===== src/rtl/pedest_xing_ctrl_if.sv =====
// Bus between the pedestrian button device / CPU register path and the crossing controller.
// The master drives the request side; the slave returns ack, lights and the status byte.
interface pedest_xing_ctrl_if;
  logic       enable;
  logic       ped_req;
  logic       dba_ack;
  logic [2:0] car_lights;
  logic [1:0] ped_lights;
  logic       pending;
  logic [7:0] status;

  modport master (
    output enable, ped_req,
    input  dba_ack, car_lights, ped_lights, pending, status
  );

  modport slave (
    input  enable, ped_req,
    output dba_ack, car_lights, ped_lights, pending, status
  );
endinterface


===== src/rtl/pedest_xing_ctrl.sv =====
// Crossing sequencer GREEN->YELLOW->RED1->WALK->FLASH->RED2 with per-phase dwell counters.
// Lights are Moore outputs of registered state; dba_ack is same-cycle and ped_req is never stalled.
module pedest_xing_ctrl #(
  parameter int CNT_W       = 8,
  parameter int T_MIN_GREEN = 16,
  parameter int T_YELLOW    = 4,
  parameter int T_ALL_RED   = 2,
  parameter int T_WALK      = 8,
  parameter int T_FLASH     = 6,
  parameter int FLASH_HALF  = 1
) (
  input logic               clk,
  input logic               reset_n,
  pedest_xing_ctrl_if.slave bus
);

  localparam logic [2:0] S_GREEN  = 3'd0;
  localparam logic [2:0] S_YELLOW = 3'd1;
  localparam logic [2:0] S_RED1   = 3'd2;
  localparam logic [2:0] S_WALK   = 3'd3;
  localparam logic [2:0] S_FLASH  = 3'd4;
  localparam logic [2:0] S_RED2   = 3'd5;

  localparam logic [CNT_W-1:0] LD_GREEN  = CNT_W'(T_MIN_GREEN - 1);
  localparam logic [CNT_W-1:0] LD_YELLOW = CNT_W'(T_YELLOW - 1);
  localparam logic [CNT_W-1:0] LD_RED    = CNT_W'(T_ALL_RED - 1);
  localparam logic [CNT_W-1:0] LD_WALK   = CNT_W'(T_WALK - 1);
  localparam logic [CNT_W-1:0] LD_FLASH  = CNT_W'(T_FLASH - 1);
  localparam logic [CNT_W-1:0] LD_HALF   = CNT_W'(FLASH_HALF - 1);
  localparam logic [CNT_W-1:0] ONE       = CNT_W'(1);

  logic [2:0]       state;
  logic [2:0]       state_nxt;
  logic [CNT_W-1:0] dwell;
  logic [CNT_W-1:0] dwell_ld;
  logic [CNT_W-1:0] flash_cnt;
  logic             pending_q;
  logic             toggle;
  logic             req_take;
  logic             serving;
  logic             cnt_done;
  logic             enter_walk;

  assign req_take   = reset_n & bus.enable & bus.ped_req;
  assign serving    = (state == S_WALK) || (state == S_FLASH);
  assign cnt_done   = (dwell == '0);
  assign enter_walk = (state_nxt == S_WALK) && (state != S_WALK);

  always_comb begin
    state_nxt = state;
    case (state)
      S_GREEN:  if (cnt_done && pending_q) state_nxt = S_YELLOW;
      S_YELLOW: if (cnt_done) state_nxt = S_RED1;
      S_RED1:   if (cnt_done) state_nxt = S_WALK;
      S_WALK:   if (cnt_done) state_nxt = S_FLASH;
      S_FLASH:  if (cnt_done) state_nxt = S_RED2;
      S_RED2:   if (cnt_done) state_nxt = S_GREEN;
      default:  state_nxt = S_GREEN;
    endcase
  end

  always_comb begin
    dwell_ld = LD_GREEN;
    case (state_nxt)
      S_YELLOW:       dwell_ld = LD_YELLOW;
      S_RED1, S_RED2: dwell_ld = LD_RED;
      S_WALK:         dwell_ld = LD_WALK;
      S_FLASH:        dwell_ld = LD_FLASH;
      default:        dwell_ld = LD_GREEN;
    endcase
  end

  always_ff @(posedge clk or negedge reset_n) begin
    if (!reset_n) begin
      state     <= S_GREEN;
      dwell     <= LD_GREEN;
      pending_q <= 1'b0;
      toggle    <= 1'b1;
      flash_cnt <= LD_HALF;
    end else begin
      state <= state_nxt;
      if (state_nxt != state) begin
        dwell <= dwell_ld;
      end else if (!cnt_done) begin
        dwell <= dwell - ONE;
      end

      // A request landing on the WALK entry edge is discarded, so clear has priority.
      if (enter_walk) begin
        pending_q <= 1'b0;
      end else if (req_take && !serving) begin
        pending_q <= 1'b1;
      end

      if (state_nxt != S_FLASH || state != S_FLASH) begin
        toggle    <= 1'b1;
        flash_cnt <= LD_HALF;
      end else if (flash_cnt == '0) begin
        toggle    <= ~toggle;
        flash_cnt <= LD_HALF;
      end else begin
        flash_cnt <= flash_cnt - ONE;
      end
    end
  end

  always_comb begin
    bus.car_lights = 3'b100;
    bus.ped_lights = 2'b01;
    case (state)
      S_GREEN:  bus.car_lights = 3'b001;
      S_YELLOW: bus.car_lights = 3'b010;
      S_WALK:   bus.ped_lights = 2'b10;
      S_FLASH:  bus.ped_lights = {1'b0, toggle};
      default:  bus.car_lights = 3'b100;
    endcase
  end

  assign bus.dba_ack = req_take;
  assign bus.pending = pending_q;
  assign bus.status  = {3'b000, pending_q, bus.enable, state};

endmodule

===== src/flat_wrapper.sv =====
// flat-port wrapper written by rule: the top's interface ports become plain ports
module pedest_xing_ctrl_flat 
#(
  parameter int CNT_W       = 8,
  parameter int T_MIN_GREEN = 16,
  parameter int T_YELLOW    = 4,
  parameter int T_ALL_RED   = 2,
  parameter int T_WALK      = 8,
  parameter int T_FLASH     = 6,
  parameter int FLASH_HALF  = 1
)
  (clk, reset_n, bus_enable, bus_ped_req, bus_dba_ack, bus_car_lights, bus_ped_lights, bus_pending, bus_status);
  pedest_xing_ctrl_if bus_i ();
  input logic clk;
  input logic reset_n;
  input wire logic [$bits(bus_i.enable)-1:0] bus_enable;
  input wire logic [$bits(bus_i.ped_req)-1:0] bus_ped_req;
  output wire logic [$bits(bus_i.dba_ack)-1:0] bus_dba_ack;
  output wire logic [$bits(bus_i.car_lights)-1:0] bus_car_lights;
  output wire logic [$bits(bus_i.ped_lights)-1:0] bus_ped_lights;
  output wire logic [$bits(bus_i.pending)-1:0] bus_pending;
  output wire logic [$bits(bus_i.status)-1:0] bus_status;
  assign bus_i.enable = bus_enable;
  assign bus_i.ped_req = bus_ped_req;
  assign bus_dba_ack = bus_i.dba_ack;
  assign bus_car_lights = bus_i.car_lights;
  assign bus_ped_lights = bus_i.ped_lights;
  assign bus_pending = bus_i.pending;
  assign bus_status = bus_i.status;
  pedest_xing_ctrl #(.CNT_W(CNT_W), .T_MIN_GREEN(T_MIN_GREEN), .T_YELLOW(T_YELLOW), .T_ALL_RED(T_ALL_RED), .T_WALK(T_WALK), .T_FLASH(T_FLASH), .FLASH_HALF(FLASH_HALF)) u_core (.clk(clk), .reset_n(reset_n), .bus(bus_i));
endmodule

===== config.mk =====
export PLATFORM = sky130hd
export DESIGN_NAME = pedest_xing_ctrl_flat
export DESIGN_NICKNAME = d
export VERILOG_FILES = /design/src/rtl/pedest_xing_ctrl_if.sv /design/src/rtl/pedest_xing_ctrl.sv /design/src/flat_wrapper.sv
export SDC_FILE = /design/constraint.sdc
export NUM_CORES = 1
export LEC_CHECK = 0
export ABC_AREA = 1
export CORE_ASPECT_RATIO = 1.75
export CORE_MARGIN = 4
export CORE_UTILIZATION = 39
export DETAILED_ROUTE_END_ITERATION = 8
export PLACE_DENSITY_LB_ADDON = 0.08
export RECOVER_POWER = 50
export SYNTH_ARGS = -nofsm -noshare
export SYNTH_HDL_FRONTEND = slang
export SYNTH_SLANG_ARGS = --single-unit

===== constraint.sdc =====
create_clock -name clk -period 3.7 [get_ports clk]
set_clock_uncertainty 0.15 [all_clocks]
set_input_delay 0.555 -clock clk [delete_from_list [all_inputs] [get_ports clk]]
set_output_delay 0.555 -clock clk [all_outputs]
set_load 0.05 [all_outputs]

==> results.ini, run 1 <==
[power]
ir_drop_uv = 287
p_total_w = 0.00108
p_int_w = 0.000569
power_frac_comb_pct = 50.9
seqPwrFrac_pct = 35.4
p_clk_share_pct = 13.7
switchingPower_w = 0.000510
switching_share_pct = 47.3
power_density_nw_per_um2 = 719
leakage_nw = 0.787

[synthesis]
synth-seq-area-share_pct = 40.5
synth_edf_count = 0
synth_area_leaders = dfrtp_1 (30%), dfstp_2 (10%), nor2_2 (6.7%)
synth_flop_cell = dfrtp_1
syn-instance-count = 155
synth.distinct_cells = 30
ys_ff_latch = 21
yosysWarnings = 0
yosys.area.top_type = dfrtp_1
synthesis.area_sq_um = 1310
synth-async-reset-ratio_pct = 100
synth_top_area_share_pct = 30.5
avgSynthCellArea_sq_um = 8.48

[worst_setup_path]
arrival_ns = 2.05
slowest_delay_ns = 0.83
start_kind = flop
cp-end-kind = output port
crit_type = flop to output port
path_cells = nor2_1, nand2_1, inv_1, nand2_1, o21ai_0, clkdlybuf4s50_1
path_buf_inv = 2
crit_required_ns = 2.99
crit_top_cell = nand2_1
worstPathMaxFanout = 8
ff2ff_setup_slack_ns = 1.26
slowest_stage = clkdlybuf4s50_1
crit_family = buffers and inverters

[global_route]
grt_antenna_before_repair = 0
grtUsageTotal_pct = 13.5
grt-ovfl-total = 0
grt_max_degree = 23
grt_pass1_vias = 1058
grt_pass1_wl_um = 4640

[die]
initial_utilization_pct = 40.9
fp.dieH_um = 84.8
dieArea_sq_um = 4400
io_pins = 19
core_sq_um = 3210
die_x_um = 51.9
rows = 27

[timing]
slew_headroom_pct = 52.0
worst_pin_slew_ns = 0.718
rsz0062_at_grt = no
fmax_mhz = 363
period_share_pct = 74.4
setup_viol = 0
period_minus_slack_ns = 2.75
finalHoldViolations = 0
final_max_slew_viol_count = 0
finalSetupTns_ns = 0

[routing]
wl_um = 2540
vias_per_cell = 4.77
wl_per_cell_um = 11.9
drt-initial-drc-count = 19
vias = 1015
detail-route-antenna-nets = 0
drcViolationCount = 0
drt-pass1-iter-count = 4

[finish]
n_antenna_cell = 0
final_common_cell = nand2_1
nets = 178
drive_gt1_share_pct = 20.0
final_cells = 213
syn_to_final_growth_pct = 14.3
postLayoutCellArea_sq_um = 1500
final_cell_mix = nand2_1 (21), nor2_1 (20), inv_1 (16), dfrtp_1 (16)

[clocking]
postCtsSetupRepairBufs = 0
h-tree-depth = 1
insertion_delay_ns = 0.26
cts_buffers = 3
cts_root_buf = clkbuf_8
clk_pin_slew_ns = 0.08
cts_resized = 0
clock_path_buffers = 2
cts_tree = yes
holdBufCountCts = 0
cts_sinks = 21

[placed_design]
dp.cells = 209
place.gp.congestion = 0.751
dpl-instance-area_sq_um = 1480
io_buffer_count = 15
dp_hpwl_um = 2010

[status]
status = finished, final reports clean

[worst_hold_path]
hold_class = flop to flop

[run]
drv_cap = 0

## registers in the layout, indices dropped and copies added, names as in the netlist
name                cells
u_core.bus.pending      1
u_core.dwell            8
u_core.flash_cnt        8
u_core.state            3
u_core.toggle           1
## cells by family after synthesis
family / after synthesis / synth area share [%]
compound gates: 11 / 4.38
xor+xnor: 11 / 7.33
fa+ha+maj: 3 / 2.86
buf+inv: 26 / 9.52
flops: 21 / 40.5
other cells: 1 / 0.285
simple gates: 82 / 35.1
## worst reg2reg max path, cell delays in order (launching register included)
cell,delay (ns)
dfstp_1,0.37
inv_1,0.09
ha_1,0.24
nand2_1,0.11
nor2_1,0.58
a21oi_1,0.18
nor2_1,0.25
nor2_4,0.06
nand2_1,0.10
inv_4,0.06
nand2_8,0.09
nor2_2,0.04
## worst paths after layout
check / to / from / cells past startpoint
max in group asynchronous: u_core.dwell[3]$_DFFE_PN1P_ / reset_n / 2
min: u_core.flash_cnt[0]$_DFF_PN0_ / u_core.flash_cnt[0]$_DFF_PN0_ / 1
min in group asynchronous: u_core.bus.pending$_DFFE_PN0P_ / reset_n / 2
max reg2reg: u_core.flash_cnt[6]$_DFF_PN0_ / u_core.dwell[0]$_DFFE_PN1P_ / 11
max: bus_ped_lights[0] / u_core.state[0]$_DFF_PN0_ / 6
min reg2reg: u_core.flash_cnt[0]$_DFF_PN0_ / u_core.flash_cnt[0]$_DFF_PN0_ / 1
## synthesized netlist by cell type (4+ instances only)
cell / instances
nand2_1: 19
nor2_1: 18
dfrtp_1: 16
inv_1: 16
nor2_2: 14
nor3_1: 8
nand3_1: 7
xor2_1: 7
a21oi_1: 6
buf_4: 6
dfstp_2: 5
xnor2_1: 4
## per-stage QoR
step | hold WS (ns) | worst slack, ns | utilization (%)
detailed placement | 0.305 | 1.17 | 46.1
global route | 0.340 | 0.788 | 46.8
floorplan | 0.109 | 0.819 | -
global placement | 0.299 | 1.17 | 46.1
finish | 0.314 | 0.949 | 46.8
CTS | 0.317 | 0.913 | 47.5
## power by group through the flow
stage	clock network, W	logic, W	registers (W)
final	0.000148	0.000549	0.000382
after global routing	0.000167	0.000610	0.000391
after CTS	0.000156	0.000578	0.000383
after detailed placement	0	0.000576	0.000388
after global placement	0	0.000564	0.000383
after floorplan	0	0.000417	0.000404
## routing by layer
layer	share of wire (%)	vias to the layer above	global-route usage, %
li1	-	510	-
met1	38	485	14.6
met2	57	14	23.9
met3	3.2	6	2.84
met4	1.7	0	6.21
met5	0	-	0
## final cells by class
class | instances | area (sq um)
Clock buffer | 4 | 45.0
Fill cell | 332 | 1710
Inverter | 19 | 75.1
Multi-Input combinational cell | 110 | 641
Sequential cell | 21 | 532
Tap cell | 43 | 53.8
Timing Repair Buffer | 16 | 155
Power figures use the tool's default switching activity.
==> inputs of run 2 (changes only) <==
==> constraint.sdc (replaced) <==
create_clock -name clk -period 2.75 [get_ports clk]
set_clock_uncertainty 0.15 [all_clocks]
set_input_delay 0.4125 -clock clk [delete_from_list [all_inputs] [get_ports clk]]
set_output_delay 0.4125 -clock clk [all_outputs]
set_load 0.05 [all_outputs]
==> results.ini, run 2 (synthesized netlist as in run 1, its figures left out) <==
[routing]
wl_um = 2620
wl_met2_um = 1500
wl_per_cell_um = 12.3
wl_met3_um = 45
vias_per_cell = 4.63
top_layer_used = met4
drt-pass1-iter-count = 4
vias = 986
drcViolationCount = 0
detail-route-antenna-nets = 0
drt-initial-drc-count = 18
wl_met1_um = 1050

[finish]
final_common_cell = nand2_1
final_cells = 213
seqCellArea_sq_um = 532
multi_input_area_sq_um = 638
final_cell_mix = nand2_1 (21), nor2_1 (19), inv_1 (16), dfrtp_1 (16), nor2_2 (14)
drive_gt1_share_pct = 20.0
top_regs = u_core.dwell: 8 flops, u_core.flash_cnt: 8 flops, u_core.state: 3 flops
nets = 178
syn_to_final_growth_pct = 13.5
fillCellCount = 338
n_antenna_cell = 0
postLayoutCellArea_sq_um = 1490

[worst_setup_path]
cp-end-kind = output port
crit_top_cell = nand2_1
crit_required_ns = 2.19
arrival_ns = 2.04
slowest_delay_ns = 0.83
crit_start = u_core.state[0]$_DFF_PN0_
start_kind = flop
path_cells = nor2_1, nand2_1, inv_1, nand2_1, o21ai_0, clkdlybuf4s50_1
slowest_stage = clkdlybuf4s50_1
worstPathMaxFanout = 8
crit_type = flop to output port
reg2reg_from = u_core.dwell[0]$_DFFE_PN1P_

[clocking]
clk_pin_slew_ns = 0.07
postCtsSetupRepairBufs = 0
cts_sinks = 21
cts_tree = yes
insertion_delay_ns = 0.25
h-tree-depth = 1
cts_buffers = 3
holdBufCountCts = 0
cts_root_buf = clkbuf_8
cts_resized = 0
clock_path_buffers = 2

[global_route]
grt_pass1_vias = 1062
grtUsageTotal_pct = 13.8
grt_antenna_before_repair = 0
grt-ovfl-total = 0
grt_pass1_wl_um = 4710
grt_max_degree = 22

[die]
core_sq_um = 3210
rows = 27
die_x_um = 51.9
dieArea_sq_um = 4400
initial_utilization_pct = 40.9
fp.dieH_um = 84.8
io_pins = 19

[placed_design]
dp.cells = 209
io_buffer_count = 15
pre_cts_slack_ns = 0.418
dpl-instance-area_sq_um = 1490
dp_hpwl_um = 2100
place.gp.congestion = 0.785

[timing]
fmax_mhz = 384
finalHoldViolations = 0
setup_viol = 0
final_max_slew_viol_count = 0
period_minus_slack_ns = 2.60
rsz0062_at_grt = no
finalSetupTns_ns = 0
period_share_pct = 94.7
final.setup.worst_slack_ns = 0.146
slew_headroom_pct = 21.3
worst_pin_slew_ns = 1.18

[power]
leakage_nw = 0.768
ir_drop_uv = 386
power_density_nw_per_um2 = 968

[worst_hold_path]
min-delay-start = u_core.flash_cnt[0]$_DFF_PN0_
hold_class = flop to flop

[status]
status = finished, final reports clean

[run]
drv_cap = 0

## run 2: where the power goes
group          switching [W]  internal (W)
sequential          0.000105      0.000410
combinational       0.000478      0.000252
clock              0.0000960      0.000103
## run 2: final cells by class
| class | instances | share of cell area, % |
|---|---|---|
| multi-input cells | 110 | 42.8 |
| flip-flops and latches | 21 | 35.7 |
| repair buffers | 16 | 9.90 |
| inverters | 19 | 5.03 |
| well taps | 43 | 3.61 |
| clock buffers | 4 | 3.02 |
## run 2: critical path, delay by kind of cell, from the launching register on
kind | cells | cell delay [ns]
buf+inv | 2 | 0.95
flops | 1 | 0.49
simple gates | 3 | 0.27
compound gates | 1 | 0.07
## run 2: path summary, 6_finish.rpt
check	to	slack, ns	depth (start not counted)
min reg2reg	u_core.flash_cnt[0]$_DFF_PN0_	0.31	1
max in group asynchronous	u_core.dwell[7]$_DFFE_PN0P_	0.93	2
min	u_core.flash_cnt[0]$_DFF_PN0_	0.31	1
max	bus_ped_lights[0]	0.15	6
max reg2reg	u_core.flash_cnt[7]$_DFF_PN0_	0.39	11
min in group asynchronous	u_core.bus.pending$_DFFE_PN0P_	0.82	2
## run 2: metal layers
| metal | track usage, % | vias to the layer above |
|---|---|---|
| met1 | 15.0 | 472 |
| met4 | 5.25 | 0 |
| met5 | 0 | - |
| met3 | 2.13 | 2 |
| li1 | - | 506 |
| met2 | 25.4 | 6 |
## run 2: metrics by stage
| step | utilization (%) | hold slack (ns) | power [W] |
|---|---|---|---|
| after floorplan | - | -0.0331 | 0.00110 |
| after global placement | 46.5 | 0.305 | 0.00128 |
| after detailed placement | 46.5 | 0.307 | 0.00129 |
| after CTS | 47.9 | 0.320 | 0.00149 |
| after global routing | 46.5 | 0.337 | 0.00156 |
| final | 46.5 | 0.314 | 0.00144 |
